$ cat src/rtl/id_exe_pipe.sv
// id_exe_pipe: ID/EXE pipeline register with valid/ready handshake and flush.
// Bubbles always present as NOP_INST with register writes disabled.
// Optional one-entry skid buffer: define ID_EXE_SKID_EN to build it. With it,
// ready_o is registered. Without it, ready_o = !valid_o | exe_ready_i.
module id_exe_pipe #(
  parameter int RDATA_WIDTH = 32,
  parameter int RADDR_WIDTH = 5,
  parameter int DATA_WIDTH  = 32,
  parameter int ADDR_WIDTH  = 32,
  parameter logic [DATA_WIDTH-1:0] NOP_INST = 32'h0000_0013
) (
  input  logic                   clk_i,
  input  logic                   rst_i,
  input  logic                   id_valid_i,
  output logic                   ready_o,
  input  logic [RDATA_WIDTH-1:0] op1_i,
  input  logic [RDATA_WIDTH-1:0] op2_i,
  input  logic                   reg_we_i,
  input  logic [RADDR_WIDTH-1:0] reg_waddr_i,
  input  logic [DATA_WIDTH-1:0]  inst_i,
  input  logic [ADDR_WIDTH-1:0]  inst_addr_i,
  input  logic                   flush_i,
  input  logic                   exe_ready_i,
  output logic                   valid_o,
  output logic [RDATA_WIDTH-1:0] op1_o,
  output logic [RDATA_WIDTH-1:0] op2_o,
  output logic                   reg_we_o,
  output logic [RADDR_WIDTH-1:0] reg_waddr_o,
  output logic [DATA_WIDTH-1:0]  inst_o,
  output logic [ADDR_WIDTH-1:0]  inst_addr_o
);

  // Payload packed as {op1, op2, reg_we, reg_waddr, inst, inst_addr}.
  localparam int PW = 2*RDATA_WIDTH + 1 + RADDR_WIDTH + DATA_WIDTH + ADDR_WIDTH;
  localparam logic [PW-1:0] BUBBLE =
    {{(2*RDATA_WIDTH + 1 + RADDR_WIDTH){1'b0}}, NOP_INST, {ADDR_WIDTH{1'b0}}};

  localparam logic [1:0] ST_EMPTY = 2'd0;
  localparam logic [1:0] ST_FULL  = 2'd1;
`ifdef ID_EXE_SKID_EN
  localparam logic [1:0] ST_SKID  = 2'd2;
`endif

  logic [1:0]    r_state;
  logic [1:0]    w_state_next;
  logic [PW-1:0] r_main;
  logic [PW-1:0] w_main_next;
  logic [PW-1:0] w_in_pay;
  logic          w_valid;
  logic          w_in_fire;
  logic          w_out_fire;

`ifdef ID_EXE_SKID_EN
  logic [PW-1:0] r_skid;
  logic [PW-1:0] w_skid_next;
  logic          r_ready;
`endif

  assign w_in_pay   = {op1_i, op2_i, reg_we_i, reg_waddr_i, inst_i, inst_addr_i};
  assign w_valid    = (r_state != ST_EMPTY);
  assign valid_o    = w_valid;
  assign w_in_fire  = id_valid_i & ready_o;
  assign w_out_fire = w_valid & exe_ready_i;

`ifdef ID_EXE_SKID_EN
  // Registered ready breaks the combinational path from exe_ready_i.
  assign ready_o = r_ready;
`else
  assign ready_o = !w_valid | exe_ready_i;
`endif

  assign {op1_o, op2_o, reg_we_o, reg_waddr_o, inst_o, inst_addr_o} = r_main;

  // Next-state and payload selection; flush overrides every transition.
  always_comb begin
    w_state_next = r_state;
    w_main_next  = r_main;
`ifdef ID_EXE_SKID_EN
    w_skid_next  = r_skid;
`endif
    case (r_state)
      ST_EMPTY: begin
        if (w_in_fire) begin
          w_state_next = ST_FULL;
          w_main_next  = w_in_pay;
        end
      end
      ST_FULL: begin
        if (w_in_fire && w_out_fire) begin
          w_main_next = w_in_pay;
`ifdef ID_EXE_SKID_EN
        end else if (w_in_fire) begin
          // Execute stalled: park the younger instruction in the skid slot.
          w_state_next = ST_SKID;
          w_skid_next  = w_in_pay;
`endif
        end else if (w_out_fire) begin
          w_state_next = ST_EMPTY;
          w_main_next  = BUBBLE;
        end
      end
`ifdef ID_EXE_SKID_EN
      ST_SKID: begin
        if (w_out_fire) begin
          w_state_next = ST_FULL;
          w_main_next  = r_skid;
          w_skid_next  = BUBBLE;
        end
      end
`endif
      default: begin
        w_state_next = ST_EMPTY;
        w_main_next  = BUBBLE;
      end
    endcase
    if (flush_i) begin
      w_state_next = ST_EMPTY;
      w_main_next  = BUBBLE;
`ifdef ID_EXE_SKID_EN
      w_skid_next  = BUBBLE;
`endif
    end
  end

  // State and payload registers with synchronous reset to the bubble.
  always_ff @(posedge clk_i) begin
    if (rst_i) begin
      r_state <= ST_EMPTY;
      r_main  <= BUBBLE;
`ifdef ID_EXE_SKID_EN
      r_skid  <= BUBBLE;
      r_ready <= 1'b1;
`endif
    end else begin
      r_state <= w_state_next;
      r_main  <= w_main_next;
`ifdef ID_EXE_SKID_EN
      r_skid  <= w_skid_next;
      r_ready <= (w_state_next != ST_SKID);
`endif
    end
  end

endmodule
$ cat config.mk
export PLATFORM = sky130hd
export DESIGN_NAME = id_exe_pipe
export DESIGN_NICKNAME = d
export VERILOG_FILES = /design/src/rtl/id_exe_pipe.sv
export SDC_FILE = /design/constraint.sdc
export NUM_CORES = 1
export LEC_CHECK = 0
export CAP_MARGIN = 30
export CORE_AREA = 2 2 110 112
export CTS_BUF_LIST = sky130_fd_sc_hd__clkbuf_8
export CTS_CLUSTER_DIAMETER = 30
export DETAILED_ROUTE_END_ITERATION = 12
export DIE_AREA = 0 0 112 114
export PLACE_DENSITY = 0.78
export SYNTH_ARGS = -nofsm -noshare
export SYNTH_HDL_FRONTEND = slang
export SYNTH_SLANG_ARGS = --single-unit
$ cat constraint.sdc
create_clock -name clk_i -period 1.5 [get_ports clk_i]
set_clock_uncertainty 0.1 [all_clocks]
set_input_delay 0.15 -clock clk_i [delete_from_list [all_inputs] [get_ports clk_i]]
set_output_delay 0.15 -clock clk_i [all_outputs]
set_load 0.01 [all_outputs]
==> Word-level counts from Yosys, hierarchy flattened <==
Index checks and enable logic that the tools add are counted.
{ "totals": {"register_bits": 136, "in_bits": 139, "out_inout_bits": 136, "wordCells": 25} }
{ "classes": {"eq_ne": 5, "mux": 8, "n_bitwise": 3, "reduce_logical": 7} }
{ "ops": {"columns": ["op", "n"], "rows": [
  ["$mux 134", 3],
  ["$pmux 134 s2", 1],
  ["$mux 2", 3],
  ["$ne 2x2->1 const B", 3],
  ["$pmux 2 s2", 1],
  ["$ne 3x3->1 const B", 1],
  ["$reduce_and 3->1", 1],
  ["$and 1x1->1", 2],
  ["$eq 2x1->1 const B", 1],
  ["$logic_not 2->1", 1],
  ["$reduce_and 2->1", 1],
  ["$reduce_bool 2->1", 1],
  ["$reduce_or 2->1", 1],
  ["$logic_and 1x1->1", 1],
  ["$logic_not 1->1", 1],
  ["$or 1x1->1", 1]
]} }

==> Logic depth before layout (Yosys ltp) <==
Gate-level depths: netlist of the first run.
{ "logic_depth": {"word_depth": 7, "ltp_mapped": 6, "depth_no_buf": 3} }

==> Least setup slack after synthesis of the first run <==
Ideal clock, no wire load.
{ "synth_timing": {"path_kind": "reg2reg", "startpoint": "register r_state[0]", "endpoint": "register r_main[100]", "setup_time_ns": 0.117, "arrival_ns": 1.284, "t_required_ns": 1.283, "setup_slack_ns": -0.001, "path_stages_with_launch": 7, "path_buffers": 3, "period_less_slack_ns": 1.501, "cell_sequence": "dfxtp_1 > nand2b_1 > and3_1 > buf_2 > buf_6 > buf_6 > a22o_1"} }
{ "synth_via": {"elab_chain_len": 7, "elab_cells_between_ends": 13, "cone_classes": "3 x eq/ne; 2 x mux; 3 x bitwise; 5 x reduce/logical"} }
{ "synth_rtl": {"columns": ["item", "line", "source"], "rows": [
  ["start: declaration", "44", "logic [1:0] r_state;"],
  ["start signal: assignment", "135", "r_state <= w_state_next;"],
  ["$reduce_bool 2->1 (*)", "60", "assign w_valid = (r_state != ST_EMPTY);"],
  ["$logic_not 1->1 (*)", "69", "assign ready_o = !w_valid | exe_ready_i;"],
  ["$or 1x1->1 (*)", "69", null],
  ["via ready_o", "15", "output logic ready_o,"],
  ["$and 1x1->1 (*)", "62", "assign w_in_fire = id_valid_i & ready_o;"],
  ["$logic_and 1x1->1", "89", "if (w_in_fire && w_out_fire) begin"],
  ["$mux 134 or $ne 3x3->1 (tied branches)", null, null],
  ["$pmux 134 s2 or $reduce_and 2->1 (tied branches)", null, null],
  ["end signal: assignment", "136", "r_main <= w_main_next;"],
  ["end: declaration", "46", "logic [PW-1:0] r_main;"]
]} }
The timed path passes the listed nets; every way through them passes the cells marked *.
A chain may end at the register's enable or synchronous reset.

==> Final worst setup path of the first run <==
{ "layout_timing": {"startpoint": "register r_state[0]", "endpoint": "register r_main[105]"} }
{ "layout_via": {"elab_chain_len": 7, "elab_cells_between_ends": 13, "cone_classes": "3 x eq/ne; 2 x mux; 3 x bitwise; 5 x reduce/logical"} }
{ "layout_rtl": {"columns": ["item", "line"], "rows": [
  ["$reduce_bool 2->1", "60"],
  ["$logic_not 1->1", "69"],
  ["$or 1x1->1", "69"],
  ["$and 1x1->1", "62"],
  ["$logic_and 1x1->1", "89"],
  ["$mux 134 or $ne 3x3->1 (tied branches)", null],
  ["$pmux 134 s2 or $reduce_and 2->1 (tied branches)", null]
]} }
Several ways; a longest one is shown, not always the timed one.

==> run summary, run 1 <==
The run gives 1.77 ns as the required arrival time at the worst endpoint. After detailed placement, the total cell area comes to 0.00699 sq mm. Global routing consumed, over all layers together, 19.0% of the routing resources. At the later pin of the worst-skew pair, clock insertion delay measures 0.43 ns.

Counting along the longest clock path gives a buffer depth of 2. After layout, the worst path uses 97.0% of the clock period. The critical path arrival came out at 1.72 ns. STA classifies the critical path startpoint as a register. After floorplanning, the core was sized to cover 0.0117 sq mm.

STA classifies the critical path endpoint as a register. The tools report the sum of routed wire length over all layers as 12400 um. The top cell types in the final layout, fill and taps aside, are 138 x clkdlybuf4s50_1, 135 x dlygate4sd2_1, 134 x dfxtp_1.

The run gives 35.9% as the initial core utilization. The number of levels the H-tree was split into is 4. In this run the worst path has a maximum fanout of 57.

In the synthesized netlist, the number of instances is 308. The Yosys step of the flow raised 0 warnings. Leaving out fill and tap cells, the most frequent cell in the layout is clkdlybuf4s50_1. The die area is 0.0128 sq mm. The number of nets in the synthesized netlist is 447. In this run the cell area of the synthesized design comes to 0.00420 sq mm. For the pin with the worst max-slew slack, the measured transition is 0.294 ns.

Cells with a size suffix above 1 make up 7.41% of the layout. The total overflow reported by the global router was 0. The tools report the final count of pins violating max slew as 0. The number of distinct standard cells referenced by the synthesized netlist is 14, and the number of antenna violations at the first check in global routing is 0. The critical path is of the register to register type. Entering global routing, the biggest net connects 64 pins.

The number of placement rows is 40. The minimum setup slack among reg-to-reg paths is 0.05 ns, and the worst voltage drop across the vdd grid is 1.10 mV. The logs give 0 for the count of unresolved DRC violations after routing and 0 for the number of max-cap violations. Clock tree root driver cell: clkbuf_8. The power per cell area came out at 1090 mW/mm^2.

The run finished with clean final reports. The number of failing setup endpoints in the final timing report came out at 0. Setup repair after global routing could not meet its margin everywhere. The first detailed-routing pass ran for 5 iterations. In the final routed layout, each cell accounts on average for 16.7 um. For the via count of the first global-routing pass, the log shows 3626. For this design, the sink count on the clock tree is 135.

The smallest clock period supported by the final layout is computed as 1.45 ns. Each instance of the synthesized netlist takes up on average 13.6 sq um. Clock transition time at the flip-flop clock pins of the worst setup and hold paths: 0.08 ns. The finished layout holds 741 standard cells, fillers aside. At the end of routability-driven placement, the weighted congestion stood at 0.778. The number of antenna diodes in the final layout is 0. Number of vias after detailed routing: 3576. Counting the buffers created by CTS gives 17. TritonCTS built the clock tree. The total negative slack for setup checks is 0 ns.

The path category of the worst min-delay check is primary input to register. Detailed placement ended at an HPWL of 9000 um. The synthesis-to-finish area growth works out to 73.0%. The run gives 0 as the hold violation total from the final report. In this run the tightest slew margin relative to its limit is 80.3%. The synthesized flop and latch total is 135, and the post-placement cell count is 709.

The logs give 64.3% for the portion of the post-synthesis area used by sequential elements and 275 for the I/O pin count. The floorplan step set the die height to 114 um. The die is 112 um wide. The first global-routing pass estimated 19000 um of wire. In this run, the number of DRC markers left after iteration 0 of detailed routing was 252. For this run, the top clock speed supported by timing is 687 MHz. The logs give 3.46 nW for the cell leakage power and 0 for the count of nets left with antenna violations after detail routing. Once layout is done, the placed cells without fillers occupy 0.00727 sq mm. For the number of nets in the layout, the log shows 720. The count of buffers added on input and output ports is 274.

Hold repair after CTS inserted 0 buffers. After detailed routing, the number of vias per cell comes to 4.83.
## metal layers
layer	global-route usage (%)	wire length [um]	vias up	part of all wire (%)
li1	-	-	1730	-
met3	8.24	1180	14	9.5
met2	32.3	6070	188	49
met1	20.7	4900	1644	40
met4	8.62	219	0	1.8
met5	0	0	-	0
## cell type report
cell class	instances	area, sq um
Clock buffer	18	248
Clock inverter	14	205
Fill cell	972	4440
Inverter	1	3.75
Multi-Input combinational cell	142	1230
Sequential cell	135	2700
Tap cell	147	184
Timing Repair Buffer	284	2700
## sequential cells by signal (all words and copies together), names as in the netlist
signal   flops
r_main     134
r_state      1
## cell usage after synthesis
| library cell | number | area (sq um) |
|---|---|---|
| nand2b_1 | 1 | 6.26 |
| and3_1 | 1 | 6.26 |
| buf_6 | 20 | 225 |
| a21boi_0 | 1 | 7.51 |
| mux2i_1 | 1 | 10.0 |
| o22a_1 | 3 | 26.3 |
| nand3_1 | 1 | 5.00 |
| a22o_1 | 131 | 1150 |
| and2_1 | 1 | 6.26 |
| inv_1 | 1 | 3.75 |
| nand2_1 | 1 | 3.75 |
| buf_2 | 10 | 50.1 |
| dfxtp_1 | 135 | 2700 |
| nor2_1 | 1 | 3.75 |
## path summary, 6_finish.rpt
kind / start / endpoint / depth (start not counted)
hold reg to reg: r_main[40] / r_main[40] / 1
setup / recovery: r_state[0] / r_main[105] / 4
hold / removal: reg_we_i / r_main[69] / 2
setup reg to reg: r_state[0] / r_main[105] / 4
## worst max-delay path, cell delays in order (launching register included)
cell	delay, ns
dfxtp_2	0.35
mux2i_1	0.24
and2_4	0.22
buf_12	0.24
a22o_1	0.21
## kinds of logic after synthesis
| group | synth area share [%] |
|---|---|
| flops | 64.3 |
| compound gates | 28.1 |
| simple gates | 0.744 |
| mux | 0.238 |
| buf+inv | 6.64 |
## power breakdown
part / internal, mW / switching, mW / leakage, nW
Clock: 2.01 / 1.37 / 0.226
Combinational: 0.531 / 0.294 / 2.13
Sequential: 3.70 / 0.0597 / 1.10
Total: 6.24 / 1.72 / 3.46
## metrics by stage
step | hold WS (ns) | utilization, % | total power [mW] | worst slack (ns)
floorplan | 0.169 | - | 4.12 | 0.0569
global placement | 0.360 | 59.7 | 4.74 | -0.192
detailed placement | 0.363 | 59.7 | 4.76 | -0.243
CTS | 0.162 | 62.1 | 8.06 | 0.0364
global route | 0.167 | 62.1 | 8.25 | -0.0412
finish | 0.200 | 62.1 | 7.96 | 0.0454
## what timing repair did
action	CTS	global route
gates resized for setup	136	1
setup endpoints to repair	136	95
setup buffers	0	0
Power figures use the tool's default switching activity.
==> run 2: changes to the inputs <==
--- a/config.mk
+++ b/config.mk
@@ -8,9 +8,10 @@
 export CAP_MARGIN = 30
 export CORE_AREA = 2 2 110 112
 export CTS_BUF_LIST = sky130_fd_sc_hd__clkbuf_8
-export CTS_CLUSTER_DIAMETER = 30
+export CTS_CLUSTER_DIAMETER = 100
 export DETAILED_ROUTE_END_ITERATION = 12
 export DIE_AREA = 0 0 112 114
+export MAX_ROUTING_LAYER = met4
 export PLACE_DENSITY = 0.78
 export SYNTH_ARGS = -nofsm -noshare
 export SYNTH_HDL_FRONTEND = slang
==> run summary, run 2 (synthesis gave the netlist of run 1 again) <==
The synthesis-to-finish area growth came out at 73.0% (unchanged). The via count of the first global-routing pass is 3645 (+0.52%). The flip-flop count of the largest register, all copies and words added was 134 (unchanged). The run gives 3.46 nW (unchanged) as the cell leakage power.

The logic depth of the worst path, buffers included was 4 (unchanged). The highest cell delay on the worst timing path was 0.35 ns (about the same). Setup repair after global routing could not meet its margin everywhere. The I/O pin count was 275 (unchanged); the count of nets left with antenna violations after detail routing was 0 (unchanged). The number of buffers and inverters on the critical path came out at 1 (unchanged). The run gives 741 (unchanged) as the count of non-filler cells in the finished layout. The tools report the worst voltage drop across the vdd grid as 1.10 mV (about the same). Fraction of layout instances using a drive strength above 1: 7.41% (unchanged).

The required arrival time at the worst endpoint is 1.77 ns (about the same), and the wire length of the first global-routing pass is 18900 um (-0.51%). The signal on the critical path passes through mux2i_1 > and2_4 > buf_12 > a22o_1. Final count of pins violating max slew: 0 (unchanged). The minimum setup slack among reg-to-reg paths was 0.05 ns (about the same). The first-pass iteration count of the detailed router is 5 (unchanged).

In this run the critical register-to-register path is launched from r_state[0]. The CTS sink count was 135 (unchanged). Classification of the worst setup path: register to register. The tools report the total overflow reported by the global router as 0 (unchanged). Endpoint of the worst setup timing path: r_main[105]. The sum of routed wire length over all layers was 12300 um (-0.19%). The die area was 0.0128 sq mm (unchanged); the share of the clock period used by the worst path after layout was 96.7% (-0.32 points). The overall track demand over capacity in global routing is 19.6% (+0.61 points).

The shortest period the worst path allows is 1.45 ns (-0.00473 ns), and the number of cells on the worst hold path is 2 (unchanged). Clock transition time at the flip-flop clock pins of the worst setup and hold paths: 0.08 ns (about the same). The average via count per standard cell was 4.85 (+0.42%). The leading cell type in the layout, fill and taps excluded was clkdlybuf4s50_1. The quantity of I/O buffers inserted on ports is 274 (unchanged). The critical path arrival is 1.72 ns (about the same), and the number of clock buffers inserted by TritonCTS is 17 (unchanged). The number of vias after detailed routing was 3591 (+0.42%); the HPWL reported at the end of detailed placement was 9000 um (unchanged).

The critical path launch point was r_state[0]. The largest registers in the layout are r_main x134, r_state x1. For the deepest clock path buffer count, the log shows 2 (unchanged). Core footprint: 0.0117 sq mm (unchanged). The x dimension of the die is 112 um (unchanged), and the post-layout total power is 7.97 mW (about the same).

The slew of the pin with the lowest slew margin was 0.287 ns (-0.00745 ns). For the largest net degree at the start of global routing, the log shows 64 (unchanged). The number of placement rows is 40 (unchanged), and the post-CTS setup repair buffer count is 0 (unchanged).

The average detailed-routed wire length per instance was 16.7 um (-0.19%). The highest clock rate is 690 MHz (+0.33%), and the number of cell instances on the worst register-to-register path is 4 (unchanged). The number of levels the H-tree was split into was 4 (unchanged). The run gives 720 (unchanged) as the number of nets in the layout. The run gives 709 (unchanged) as the post-placement cell count. The run gives 0.789 (+1.4%) as the final weighted congestion in routability-driven placement.

The total negative slack for setup checks was 0 ns (unchanged); the hold violation total from the final report was 0 (unchanged). The count of unresolved DRC violations after routing came out at 0 (unchanged). The standard cell with the maximum stage delay on the critical path was dfxtp_2. TritonCTS built the clock tree. For the number of max-cap violations, the log shows 0 (unchanged). The path class of the tightest hold or removal check is primary input to register.

Power per cell area: 1100 mW/mm^2 (about the same). The tools report the worst slew slack as a fraction of its limit as 80.8% (+0.50 points). The tools report the kind of start point of the critical path as a register. The run finished with clean final reports. For the initial core utilization, the log shows 35.9% (unchanged). In the layout the commonest cells are 138 x clkdlybuf4s50_1, 135 x dlygate4sd2_1, 134 x dfxtp_1. The number of antenna violations at the first check in global routing was 0 (unchanged).

The violation count after the first detailed-route iteration is 247 (-2.0%). The tree is rooted in a clkbuf_8. The tools report the endpoint of the worst-slack reg-to-reg timing path as r_main[105]. The critical path capture point type is a register. The final-layout worst hold slack is 0.192 ns (-0.00790 ns), and the die outline height is 114 um (unchanged). The run gives 0 (unchanged) as the number of failing setup endpoints in the final timing report. The register with the most flip-flops was r_main. The count of antenna diodes in the layout is 0 (unchanged), and the largest driver fanout on the critical path is 57 (unchanged). The latest clock arrival within the worst-skew pair came out at 0.44 ns (about the same).

Grouping stages by cell kind, the critical path spends the most delay in flip-flops.
==> run 2: cell counts in the layout (fill, tap and decap cells not counted) <==
No cell type changed its count.
==> run 2: power breakdown <==
part	internal, mW	leakage [nW]	switching (mW)
registers	3.70	1.10	0.0597
clock network	2.01	0.226	1.37
logic	0.531	2.13	0.293
==> run 2: how the worst min path moves through the flow <==
stage	from	to	slack [ns]
after floorplan	inst_i[0]	r_main[32]	0.17
after global placement	r_main[90]	r_main[90]	0.36
after detailed placement	r_main[87]	r_main[87]	0.36
after CTS	reg_we_i	r_main[69]	0.16
after global routing	inst_i[1]	r_main[33]	0.16
final	reg_we_i	r_main[69]	0.19
==> run 2: area by class of cell <==
type                    count  area (sq um)
inverters                   1          3.75
multi-input cells         142          1230
clock buffers              18           248
repair buffers            284          2700
clock inverters            14           205
flip-flops and latches    135          2700
fillers                   972          4440
well taps                 147           184
==> run 2: timing repair <==
| action | 4_1_cts | 5_1_grt |
|---|---|---|
| gates cloned | 0 | 0 |
| resized for setup | 136 | 1 |
| hold buffers | 0 | 0 |
| endpoints found under the setup margin | 136 | 96 |
==> run 2: through the flow <==
step / instance area, sq um / util (%) / worst slack, ns
4_1_cts: 7270 / 62.1 / 0.0364
2_1_floorplan: 4210 / - / 0.0569
6_report: 7270 / 62.1 / 0.0501
3_3_place_gp: 6990 / 59.7 / -0.192
3_5_place_dp: 6990 / 59.7 / -0.243
5_1_grt: 7270 / 62.1 / -0.0421
==> run 2: worst reg2reg max path, stage by stage, from the launching register on <==
cell     delay (ns)
dfxtp_2        0.35
mux2i_1        0.23
and2_4         0.22
buf_12         0.24
a22o_1         0.25
==> run 2: routing by layer <==
metal | GRT usage (%) | vias to the layer above | wire length, um
met5 | - | - | 0
met4 | 9.11 | 0 | 242
met3 | 7.01 | 15 | 1020
met2 | 32.2 | 186 | 6110
met1 | 21.4 | 1658 | 4970
li1 | - | 1732 | -
